$ cat src/rtl/reg_file_arm.sv
// 16 x 32-bit ARM register file: two async read ports, one sync write port, R15 = PC+8.
// Optional write-through forwarding is enabled with `define REGFILE_BYPASS_EN.
module reg_file_arm #(
   parameter int DATA_WIDTH = 32,
   parameter int ADDR_WIDTH = 4
) (
   input  logic                  clk,
   input  logic                  rst,
   input  logic [ADDR_WIDTH-1:0] a_1,
   input  logic [ADDR_WIDTH-1:0] a_2,
   input  logic [ADDR_WIDTH-1:0] a_3,
   input  logic [DATA_WIDTH-1:0] wd_3,
   input  logic [DATA_WIDTH-1:0] r_15,
   input  logic                  we_3,
   output logic [DATA_WIDTH-1:0] rd_1,
   output logic [DATA_WIDTH-1:0] rd_2
);

   localparam int NREG = 2 ** ADDR_WIDTH;
   localparam logic [ADDR_WIDTH-1:0] PC_ADDR = '1;

   logic [DATA_WIDTH-1:0] gpr [0:NREG-2];
   logic [DATA_WIDTH-1:0] q_r_15;
   logic [DATA_WIDTH-1:0] regs [0:NREG-1];
   logic                  gpr_we;

   // The PC slot is owned by the fetch stage; a general write to it is dropped.
   assign gpr_we = we_3 && (a_3 != PC_ADDR);

   always_ff @(posedge clk) begin
      if (rst) begin
         for (int i = 0; i < NREG - 1; i++)
            gpr[i] <= '0;
      end else if (gpr_we) begin
         gpr[a_3] <= wd_3;
      end
   end

   always_ff @(posedge clk) begin
      if (rst)
         q_r_15 <= '0;
      else
         q_r_15 <= r_15;
   end

   always_comb begin
      for (int i = 0; i < NREG - 1; i++)
         regs[i] = gpr[i];
      regs[NREG-1] = q_r_15;
   end

`ifdef REGFILE_BYPASS_EN
   logic fwd_1;
   logic fwd_2;

   assign fwd_1 = gpr_we && !rst && (a_1 == a_3);
   assign fwd_2 = gpr_we && !rst && (a_2 == a_3);

   always_comb begin
      rd_1 = regs[a_1];
      rd_2 = regs[a_2];
      if (a_1 == PC_ADDR)
         rd_1 = r_15;
      else if (fwd_1)
         rd_1 = wd_3;
      if (a_2 == PC_ADDR)
         rd_2 = r_15;
      else if (fwd_2)
         rd_2 = wd_3;
   end
`else
   assign rd_1 = regs[a_1];
   assign rd_2 = regs[a_2];
`endif

endmodule

$ cat config.mk
export PLATFORM = sky130hd
export DESIGN_NAME = reg_file_arm
export DESIGN_NICKNAME = d
export VERILOG_FILES = /design/src/rtl/reg_file_arm.sv
export SDC_FILE = /design/constraint.sdc
export NUM_CORES = 1
export LEC_CHECK = 0
export ABC_CLOCK_PERIOD_IN_PS = 2800
export CAP_MARGIN = 20
export CORE_ASPECT_RATIO = 1.1
export CORE_MARGIN = 2
export CORE_UTILIZATION = 42
export CTS_CLUSTER_DIAMETER = 200
export CTS_CLUSTER_SIZE = 40
export DETAILED_ROUTE_END_ITERATION = 16
export GPL_TIMING_DRIVEN = 0
export MAX_ROUTING_LAYER = met4
export PLACE_DENSITY_LB_ADDON = 0.08
export SYNTH_ARGS = -nofsm -noshare
export SYNTH_HDL_FRONTEND = slang
export SYNTH_SLANG_ARGS = --single-unit
$ cat constraint.sdc
create_clock -name clk -period 2.8 [get_ports clk]
set_input_delay 0.56 -clock clk [delete_from_list [all_inputs] [get_ports clk]]
set_output_delay 0.56 -clock clk [all_outputs]
set_load 0.02 [all_outputs]
==> impl_summary.txt <==
----------------------------------------------------
[Global route]
  Met1 track demand over resource ... 38.8%
  First-pass GRT wire length ... 125,000 um
  Met3 Usage GRT ... 4.15%
  Pin count of the biggest net entering global routing ... 42
  Aggregate global-route resource usage ... 28.6%
  Met2 track demand over resource ... 45.4%
  Sum of overflow across all layers after global routing ... 0
  Antenna violations before repair ... 8
  Number of global-route vias before repair ... 16,800
  Most congested layer reported by global routing ... met2

[STA]
  Setup violators final ... 0
  Final Hold Vio Count ... 0
  Max-slew headroom at the worst pin ... 24.0%
  Maximum clock frequency ... 0.358 GHz
  Final critical delay including setup and external delays ... 2.79 ns
  Portion of the clock cycle consumed by the worst path in the final layout ... 99.8%
  Final setup margin ... 0.00656 ns
  RSZ-0062 raised after global routing ... false
  Fin. max-slew vios ... 0
  Worst Hold Slack ... 0.511 ns
  Sum of negative setup slack ... 0 ns
  Worst-margin pin slew ... 1.14 ns

[Route]
  Average wire per cell in the routed design ... 33.3 um
  DRC Markers ... 0
  Number of antenna-violating nets in the routed design ... 0
  Via Count ... 16,300
  Vias per std cell ... 6.04
  Routed Wire Length ... 90,000 um
  Initial detailed-routing violation count ... 2,239
  Length of the first detailed-routing pass in iterations ... 5

[Place]
  Count of buffers from port buffering ... 138
  Post-Place Worst Slack ... -1.47 ns
  DP Wirelength ... 59,100 um
  Final weighted congestion in routability-driven placement ... 0.837
  Cells after DPL ... 2,668

[Pwr]
  Peak supply drop ... 0.388 mV
  Power density cells ... 499 nW/um2
  Static power due to leakage ... 10.4 nW

[Synthesis]
  Cell area after synthesis ... 26,200 um2
  Count of different cell masters after synthesis ... 23
  Yosys warning count ... 0
  Number of synthesized register bits ... 512
  Cells after Synth ... 1,685
  Register area share after synthesis ... 57.4%
  Syn Nets ... 1,764
  Avg Inst Size Synth ... 15.6 um2

[Clock network]
  Number of clock buffers inserted by TritonCTS ... 16
  Clock slew at reported path FFs ... 0.15 ns
  Clock sinks ... 512
  Cell chosen for the clock root ... clkbuf_16
  TritonCTS clock tree ... yes
  Deepest level of the CTS H-tree ... 1
  Maximum root-to-sink buffer count ... 3

[Hold path]
  Hold Crit Class ... in -> reg
  Hold EP ... q_r_15[31]
  Hold depth ... 2
  Worst hold start ... r_15[31]

[Worst setup path]
  Cells along the critical path ... clkdlybuf4s50_1 > nand2b_1 > nor2_1 > clkbuf_1 > and2_1
  Critical path launch point type ... input port
  Setup CP Type ... in -> reg
  CP max FO ... 10
  Critical path capture point type ... flop
  Number of buffers and inverters on the critical path ... 2
  Top cell family by delay on the critical path ... buffers and inverters
  Data arrival, critical path ... 3.24 ns
  Delay of the slowest cell on the worst path ... 0.88 ns
  Data required time of the worst path ... 3.24 ns
  CP max stage cell ... clkbuf_1
  Critical path depth in cells ... 5

[Floorplan]
  Top-level I/O count ... 143
  Die width ... 242 um
  Core Rows ... 96
  Area inside the core boundary ... 62,100 um2
  Y dimension of the die ... 266 um
  Die ar. ... 64,500 um2
  Starting density of the core ... 42.2%

[Cells and area]
  Layout Cells excl Fill ... 2,705
  # fillers ... 5,395
  Final cell utilization of the core ... 48.9%
  Most frequent cells in the layout ... and2_1 (480), edfxtp_1 (480), mux4_2 (256), a22oi_1 (90), clkbuf_1 (77)
  Final-stage net count ... 1,941
  Area added between synthesis and finish ... 15.7%
  # diodes ... 0
  Share of cells above drive strength 1 ... 24.9%

[Outcome]
  Run status ... finished, final reports clean

[Flow run]
  # Max-Cap Violations ... 0

----------------------------------------------------
## power breakdown
group / internal, mW / total, mW / switching, mW
clock network: 1.17 / 3.53 / 2.36
registers: 8.79 / 8.99 / 0.199
logic: 1.20 / 2.65 / 1.45
## logic make-up (layout without fill, tap and decap cells)
logic type             after synthesis  count (layout)  share of synthesized area, %
muxes                              256             256                          22.0
AOI/OAI and AO/OA                  128             128                          3.66
and+or+nand+nor                    621             621                          14.2
buffers and inverters              168             355                          2.73
DFF                                512             512                          57.4
## layer usage
metal | routed length (um) | part of all wire (%)
met2 | 42500 | 47
met4 | 3130 | 3.5
met1 | 36900 | 41
met5 | 0 | 0
met3 | 7420 | 8.2
## state kept, by name (all words and copies together) (netlist names)
signal / cells
q_r_15: 32
gpr: 480
## cells in the mapped netlist
library cell | number | area [um2]
and2_1 | 482 | 3020
edfxtp_1 | 480 | 14400
mux4_2 | 256 | 5770
a22oi_1 | 128 | 961
clkbuf_1 | 114 | 428
nand2_1 | 65 | 244
nor2b_1 | 36 | 225
buf_2 | 32 | 160
dfxtp_1 | 32 | 641
or2_2 | 15 | 93.8
nor2_1 | 10 | 37.5
clkbuf_2 | 9 | 45.0
buf_1 | 7 | 26.3
buf_4 | 3 | 22.5
buf_6 | 3 | 33.8
nor3_1 | 3 | 15.0
nand2b_1 | 2 | 12.5
nand4bb_1 | 2 | 22.5
nor2_4 | 2 | 22.5
nand4b_1 | 1 | 8.76
nor2_2 | 1 | 6.26
nor3_4 | 1 | 16.3
or4b_4 | 1 | 13.8
## worst max path at each step
stage / start / endpoint / slack (ns)
after floorplan: a_1[0] / rd_1[11] / 0.37
after global placement: rst / gpr[11][16] / -1.55
after detailed placement: a_1[3] / rd_1[0] / -1.47
after CTS: a_1[0] / rd_1[6] / -0.14
after global routing: gpr[0][16] / rd_1[16] / 0.001
final: a_3[1] / gpr[9][4] / 0.007
## through the flow
stage	total power, mW	area [um2]
final	15.2	30400
after global routing	15.6	30400
after CTS	15.2	30000
after detailed placement	11.7	28900
after global placement	11.6	28700
after floorplan	10.5	26200
## timing repair
| action | 4_1_cts | 5_1_grt |
|---|---|---|
| setup endpoints to repair | 498 | 141 |
| gates cloned | 0 | 2 |
| pin swaps | 1 | 5 |
| setup buffers | 4 | 4 |
| hold endpoints to repair | 0 | 0 |
| resized for setup | 300 | 68 |
| hold buffers | 0 | 0 |
## layout make-up
| cell class | instances | area (um2) | area share (%) |
|---|---|---|---|
| Clock buffer | 27 | 463 | 1.52 |
| Tap cell | 833 | 1040 | 3.43 |
| Multi-Input combinational cell | 1005 | 10700 | 35.3 |
| Clock inverter | 1 | 8.76 | 0.0288 |
| Timing Repair Buffer | 161 | 1690 | 5.58 |
| Buffer | 166 | 1400 | 4.60 |
| Sequential cell | 512 | 15100 | 49.6 |
Note: power is estimated with default switching activity, not from simulation.
